`config.mk`:
```
export PLATFORM = sky130hd
export DESIGN_NAME = riscv_trap_unit
export DESIGN_NICKNAME = d
export VERILOG_FILES = /design/src/rtl/riscv_pkg.sv /design/src/rtl/riscv_trap_prio.sv /design/src/rtl/riscv_trap_unit.sv
export SDC_FILE = /design/constraint.sdc
export NUM_CORES = 1
export LEC_CHECK = 0
export CORE_AREA = 2 2 207 209
export CTS_BUF_LIST = sky130_fd_sc_hd__clkbuf_16
export DETAILED_ROUTE_END_ITERATION = 10
export DIE_AREA = 0 0 209 211
export SLEW_MARGIN = 10
export SYNTH_ARGS = -nofsm -noshare
export SYNTH_HDL_FRONTEND = slang
export SYNTH_SLANG_ARGS = --single-unit
```
`constraint.sdc`:
```
create_clock -name i_riscv_trap_clk -period 1.7 [get_ports i_riscv_trap_clk]
set_input_delay 0.34 -clock i_riscv_trap_clk [delete_from_list [all_inputs] [get_ports i_riscv_trap_clk]]
set_output_delay 0.34 -clock i_riscv_trap_clk [all_outputs]
set_load 0.05 [all_outputs]
```
`src/rtl/riscv_pkg.sv`:
```
// Shared RISC-V trap definitions: exception cause codes and the trap sequencer states.
package riscv_pkg;

  localparam logic [4:0] CAUSE_INST_MISALIGNED  = 5'd0;
  localparam logic [4:0] CAUSE_ILLEGAL_INST     = 5'd2;
  localparam logic [4:0] CAUSE_BREAKPOINT       = 5'd3;
  localparam logic [4:0] CAUSE_LOAD_MISALIGNED  = 5'd4;
  localparam logic [4:0] CAUSE_STORE_MISALIGNED = 5'd6;
  localparam logic [4:0] CAUSE_ECALL_M          = 5'd11;

  typedef enum logic [1:0] {
    ST_IDLE     = 2'd0,
    ST_TRAP_WR  = 2'd1,
    ST_TRAP_JMP = 2'd2,
    ST_MRET_JMP = 2'd3
  } trap_state_e;

endpackage

```
`src/rtl/riscv_trap_prio.sv`:
```
// Combinational exception arbiter: picks one cause by fixed priority and its mtval.
// Zero latency, no flow control; the caller qualifies o_trap with instruction valid.
module riscv_trap_prio
  import riscv_pkg::*;
#(
  parameter int XLEN = 64
) (
  input  logic            i_inst_addr_misaligned,
  input  logic            i_load_addr_misaligned,
  input  logic            i_store_addr_misaligned,
  input  logic            i_illegal_inst,
  input  logic            i_ecall,
  input  logic            i_ebreak,
  input  logic [XLEN-1:0] i_pc,
  input  logic [XLEN-1:0] i_icu_result,
  output logic            o_trap,
  output logic [XLEN-1:0] o_cause,
  output logic [XLEN-1:0] o_tval
);

  logic [4:0] cause_code;

  always_comb begin
    o_trap     = i_illegal_inst | i_ebreak | i_ecall |
                 i_inst_addr_misaligned | i_load_addr_misaligned | i_store_addr_misaligned;
    cause_code = CAUSE_INST_MISALIGNED;
    o_tval     = '0;
    if (i_illegal_inst) begin
      cause_code = CAUSE_ILLEGAL_INST;
    end else if (i_ebreak) begin
      cause_code = CAUSE_BREAKPOINT;
      o_tval     = i_pc;
    end else if (i_ecall) begin
      cause_code = CAUSE_ECALL_M;
    end else if (i_inst_addr_misaligned) begin
      cause_code = CAUSE_INST_MISALIGNED;
      o_tval     = i_icu_result;
    end else if (i_load_addr_misaligned) begin
      cause_code = CAUSE_LOAD_MISALIGNED;
      o_tval     = i_icu_result;
    end else if (i_store_addr_misaligned) begin
      cause_code = CAUSE_STORE_MISALIGNED;
      o_tval     = i_icu_result;
    end
    // Synchronous exceptions only, so the interrupt bit stays clear.
    o_cause = XLEN'(cause_code);
  end

endmodule

```
`src/rtl/riscv_trap_unit.sv`:
```
// Machine-mode trap/MRET sequencer: trap -> CSR write (N+1) -> redirect (N+2); MRET -> redirect (N+1).
// Inputs are only sampled in IDLE; stall holds the pipeline for the duration of a trap sequence.
module riscv_trap_unit
  import riscv_pkg::*;
#(
  parameter int XLEN = 64
) (
  input  logic            i_riscv_trap_clk,
  input  logic            i_riscv_trap_rst,
  input  logic            i_riscv_trap_valid,
  input  logic            i_riscv_trap_inst_addr_misaligned,
  input  logic            i_riscv_trap_load_addr_misaligned,
  input  logic            i_riscv_trap_store_addr_misaligned,
  input  logic            i_riscv_trap_illegal_inst,
  input  logic            i_riscv_trap_ecall,
  input  logic            i_riscv_trap_ebreak,
  input  logic            i_riscv_trap_mret,
  input  logic [XLEN-1:0] i_riscv_trap_pc,
  input  logic [XLEN-1:0] i_riscv_trap_icu_result,
  input  logic [XLEN-1:0] i_riscv_trap_mtvec,
  input  logic [XLEN-1:0] i_riscv_trap_mepc,
  output logic            o_riscv_trap_csr_we,
  output logic [XLEN-1:0] o_riscv_trap_mcause,
  output logic [XLEN-1:0] o_riscv_trap_mtval,
  output logic [XLEN-1:0] o_riscv_trap_mepc,
  output logic            o_riscv_trap_mret_commit,
  output logic            o_riscv_trap_flush,
  output logic            o_riscv_trap_stall,
  output logic            o_riscv_trap_redirect_valid,
  output logic [XLEN-1:0] o_riscv_trap_redirect_pc
);

  trap_state_e     state_q, state_d;
  logic [XLEN-1:0] mcause_q, mcause_d;
  logic [XLEN-1:0] mtval_q, mtval_d;
  logic [XLEN-1:0] mepc_q, mepc_d;

  logic            prio_trap;
  logic [XLEN-1:0] prio_cause;
  logic [XLEN-1:0] prio_tval;

  riscv_trap_prio #(.XLEN(XLEN)) u_prio (
    .i_inst_addr_misaligned  (i_riscv_trap_inst_addr_misaligned),
    .i_load_addr_misaligned  (i_riscv_trap_load_addr_misaligned),
    .i_store_addr_misaligned (i_riscv_trap_store_addr_misaligned),
    .i_illegal_inst          (i_riscv_trap_illegal_inst),
    .i_ecall                 (i_riscv_trap_ecall),
    .i_ebreak                (i_riscv_trap_ebreak),
    .i_pc                    (i_riscv_trap_pc),
    .i_icu_result            (i_riscv_trap_icu_result),
    .o_trap                  (prio_trap),
    .o_cause                 (prio_cause),
    .o_tval                  (prio_tval)
  );

  always_comb begin
    state_d                     = state_q;
    mcause_d                    = mcause_q;
    mtval_d                     = mtval_q;
    mepc_d                      = mepc_q;
    o_riscv_trap_csr_we         = 1'b0;
    o_riscv_trap_mret_commit    = 1'b0;
    o_riscv_trap_flush          = 1'b0;
    o_riscv_trap_stall          = 1'b0;
    o_riscv_trap_redirect_valid = 1'b0;
    o_riscv_trap_redirect_pc    = '0;
    unique case (state_q)
      ST_IDLE: begin
        // A trap outranks an MRET retiring in the same cycle.
        if (i_riscv_trap_valid && prio_trap) begin
          state_d  = ST_TRAP_WR;
          mcause_d = prio_cause;
          mtval_d  = prio_tval;
          mepc_d   = i_riscv_trap_pc;
        end else if (i_riscv_trap_valid && i_riscv_trap_mret) begin
          state_d = ST_MRET_JMP;
        end
      end
      ST_TRAP_WR: begin
        o_riscv_trap_csr_we = 1'b1;
        o_riscv_trap_flush  = 1'b1;
        o_riscv_trap_stall  = 1'b1;
        state_d             = ST_TRAP_JMP;
      end
      ST_TRAP_JMP: begin
        o_riscv_trap_redirect_valid = 1'b1;
        o_riscv_trap_redirect_pc    = i_riscv_trap_mtvec & ~XLEN'(3);
        o_riscv_trap_stall          = 1'b1;
        state_d                     = ST_IDLE;
      end
      ST_MRET_JMP: begin
        o_riscv_trap_mret_commit    = 1'b1;
        o_riscv_trap_flush          = 1'b1;
        o_riscv_trap_redirect_valid = 1'b1;
        o_riscv_trap_redirect_pc    = i_riscv_trap_mepc & ~XLEN'(1);
        state_d                     = ST_IDLE;
      end
      default: state_d = ST_IDLE;
    endcase
  end

  always_ff @(posedge i_riscv_trap_clk) begin
    if (i_riscv_trap_rst) begin
      state_q  <= ST_IDLE;
      mcause_q <= '0;
      mtval_q  <= '0;
      mepc_q   <= '0;
    end else begin
      state_q  <= state_d;
      mcause_q <= mcause_d;
      mtval_q  <= mtval_d;
      mepc_q   <= mepc_d;
    end
  end

  assign o_riscv_trap_mcause = mcause_q;
  assign o_riscv_trap_mtval  = mtval_q;
  assign o_riscv_trap_mepc   = mepc_q;

endmodule

```
==> flow_metrics.py <==
metrics = {
    "yosys": {
        "syn_inst": 688,
        "synth_seq_cells": 134,
        "async_flop_share_pct": 0,
        "yosysSeqAreaShare_pct": 41.2,
        "yosysWarnings": 0,
        "netlist_area_um2": 6510,
        "yosysMostFrequentCell": "dfxtp_1",
        "netlist_top_cells_count": "dfxtp_1 (134), nand2_1 (131), a21oi_1 (69)",
        "avgSynthCellArea_um2": 9.46,
        "yosys.area.top_type": "dfxtp_1",
        "synth.distinct_cells": 30,
        "yosys_most_used_dff": "dfxtp_1",
        "synth_area_leaders": "dfxtp_1 (41%), o2bb2ai_2 (14%), a22o_1 (8.3%)",
        "synth-edff-count": 0,
        "synth_top_area_share_pct": 41.2,
    },
    "routing": {
        "drt_wl_total_mm": 40.1,
        "via_per_inst": 4.25,
        "drc": 0,
        "routed.top_layer": "met5",
        "num_vias": 7492,
        "drtIter0Drc": 297,
        "wl_met1_mm": 15.2,
        "wl_met3_mm": 2.98,
        "antenna_left": 0,
        "drtPass1Iterations": 4,
        "drt-wirelength-per-cell_um": 22.7,
        "wl_met2_mm": 20.6,
    },
    "power_and_ir_drop": {
        "powerDensity_nw_per_um2": 917,
        "p_leak_nw": 6.18,
        "vdd_drop_max_mv": 0.465,
        "power_w": 0.0139,
    },
    "floorplanning": {
        "placeableCoreArea_um2": 41800,
        "chipWidth_um": 209,
        "start_util_pct": 15.6,
        "fp-row-count": 75,
        "die_y_um": 211,
        "pin_count": 527,
        "dieArea_um2": 44100,
    },
    "timing": {
        "setup_slack_ns": -0.429,
        "setup_viol": 188,
        "relSlewSlack_pct": 61.5,
        "final_hold_viol_count": 0,
        "min_period_ns": 2.13,
        "max_freq_mhz": 470,
        "period_share_pct": 125,
        "skew_ns": 0.0144,
        "slew_viol_final": 0,
        "tightest_slew_ns": 0.578,
        "rsz0062_at_grt": "true",
    },
    "flow_run": {
        "maxCapViolations": 0,
    },
    "placement": {
        "placed_cells": 1686,
        "place.port_buffers": 462,
        "dp_hpwl_mm": 27.8,
        "place_congestion": 0.808,
    },
    "clock_network": {
        "clk_pin_slew_ns": 0.07,
        "clock-sinks": 134,
        "tritoncts": "yes",
        "cts_root_buf": "clkbuf_16",
        "h-tree-depth": 4,
        "insertion_delay_ns": 0.43,
        "cts_buffers": 17,
        "cts.hold.buffers_added": 0,
        "cts_buffer_depth": 2,
    },
    "cells_and_area": {
        "layout-drive-gt1-share_pct": 46.7,
        "nets": 1483,
        "fillers": 4074,
        "area_growth_pct": 133,
        "fin_cells": 1764,
    },
    "worst_setup_path": {
        "critPathMaxFanout": 9,
        "end_kind": "output port",
        "crit_top_cell": "buf_12",
        "cp_cell_sequence": "inv_2 > buf_6 > ha_4 > buf_12 > buf_12 > a22o_4 > buf_12",
        "cpPeakStageDelay_ns": 0.33,
        "required_ns": 1.36,
        "path_class": "flop to output port",
        "worstSetupStartpointType": "flop",
        "cp_slowest_cell": "dfxtp_2",
        "cp.arrival_ns": 1.79,
    },
    "global_route": {
        "gr-total-overflow": 0,
        "grt_use_total_pct": 17.4,
        "grt_pass1_vias": 7745,
        "grt_max_degree": 71,
        "grt_pass1_wl_mm": 54.8,
        "antenna_found_initial": 2,
    },
    "outcome": {
        "failed_checks": "setup timing",
        "status": "finished with violations",
    },
    "min_path": {
        "hp-class": "flop to flop",
    },
}
==> power by group <==
part           switching (W)  internal (W)  total [W]
registers           0.000155       0.00337    0.00352
clock network        0.00163       0.00217    0.00380
logic                0.00364       0.00292    0.00657
total                0.00543       0.00846     0.0139
==> layout make-up <==
class | count | area, µm² | share of cell area, %
Sequential cell | 134 | 2690 | 17.7
Inverter | 6 | 22.5 | 0.149
Antenna cell | 1 | 2.50 | 0.0165
Clock inverter | 14 | 151 | 1.00
Timing Repair Buffer | 569 | 6690 | 44.2
Tap cell | 539 | 674 | 4.46
Clock buffer | 17 | 425 | 2.81
Multi-Input combinational cell | 484 | 4490 | 29.6
==> cells in the final DEF (no fill, tap or decap), types with 3 or more instances in the layout <==
master           count
inv_1                4
a22o_4              62
o2bb2ai_2           49
nand2_2             27
conb_1              61
a21oi_2             44
dfxtp_1            132
buf_6               21
nand2_1             88
clkdlybuf4s50_1    260
buf_12              98
buf_16              20
o2bb2ai_4           15
ha_4                 4
clkbuf_16           18
nor2_1               9
inv_6                3
nor3_4               3
buf_4              161
clkinv_4             4
a21oi_1             24
clkinv_2             3
buf_8                6
a22oi_1             64
nand2_4             16
==> worst paths after layout <==
path	startpoint	end	slack (ns)	cells after the start
max	state_q[0]	o_riscv_trap_redirect_pc[55]	-0.43	7
min	o_riscv_trap_mepc[46]	o_riscv_trap_mepc[46]	0.46	2
max reg2reg	state_q[0]	o_riscv_trap_mepc[38]	-0.21	13
min reg2reg	o_riscv_trap_mepc[46]	o_riscv_trap_mepc[46]	0.46	2
==> timing repair <==
| item | in CTS | in global routing |
|---|---|---|
| gates resized for setup | 115 | 110 |
| gates cloned | 22 | 1 |
| setup endpoints to repair | 176 | 198 |
| pin swaps | 32 | 28 |
| setup buffers | 25 | 5 |
==> stage by stage <==
stage | setup TNS, ns | utilization (%) | hold slack (ns) | instance area [µm²] | setup WS, ns
after CTS | -46.66 | 35.2 | 0.448 | 14700 | -0.447
after floorplan | -2.95 | - | 0.476 | 7290 | -0.0587
after global placement | -45.29 | 30.7 | 0.443 | 12800 | -0.408
after detailed placement | -44.83 | 30.7 | 0.447 | 12800 | -0.396
after global routing | -55.35 | 36.2 | 0.465 | 15100 | -0.504
final | -39.63 | 36.2 | 0.456 | 15100 | -0.429
==> flip-flops by register name (all words and copies together) (netlist names) <==
signal,cells
o_riscv_trap_mtval,64
o_riscv_trap_mepc,64
state_q,2
o_riscv_trap_mcause,4
==> routing by layer <==
metal  up-vias  GRT usage [%]
met5         -              0
met4         2           6.45
met3        52           5.03
met2       376           31.6
met1      3620           19.1
li1       3442              -
==> cell families after synthesis <==
logic type	synth area share [%]
other	0.0576
AOI/OAI and AO/OA	36.0
and+or+nand+nor	9.54
DFF	41.2
buffers and inverters	12.1
adders and majority gates	0.961
muxes	0.154
==> worst max-delay path: cells and delay by family, from the launching register on <==
kind | cells | cell delay [ns]
compound gates | 1 | 0.24
fa+ha+maj | 1 | 0.16
buf+inv | 5 | 0.60
flops | 1 | 0.33
No activity file was read; power rests on OpenSTA's default activity.
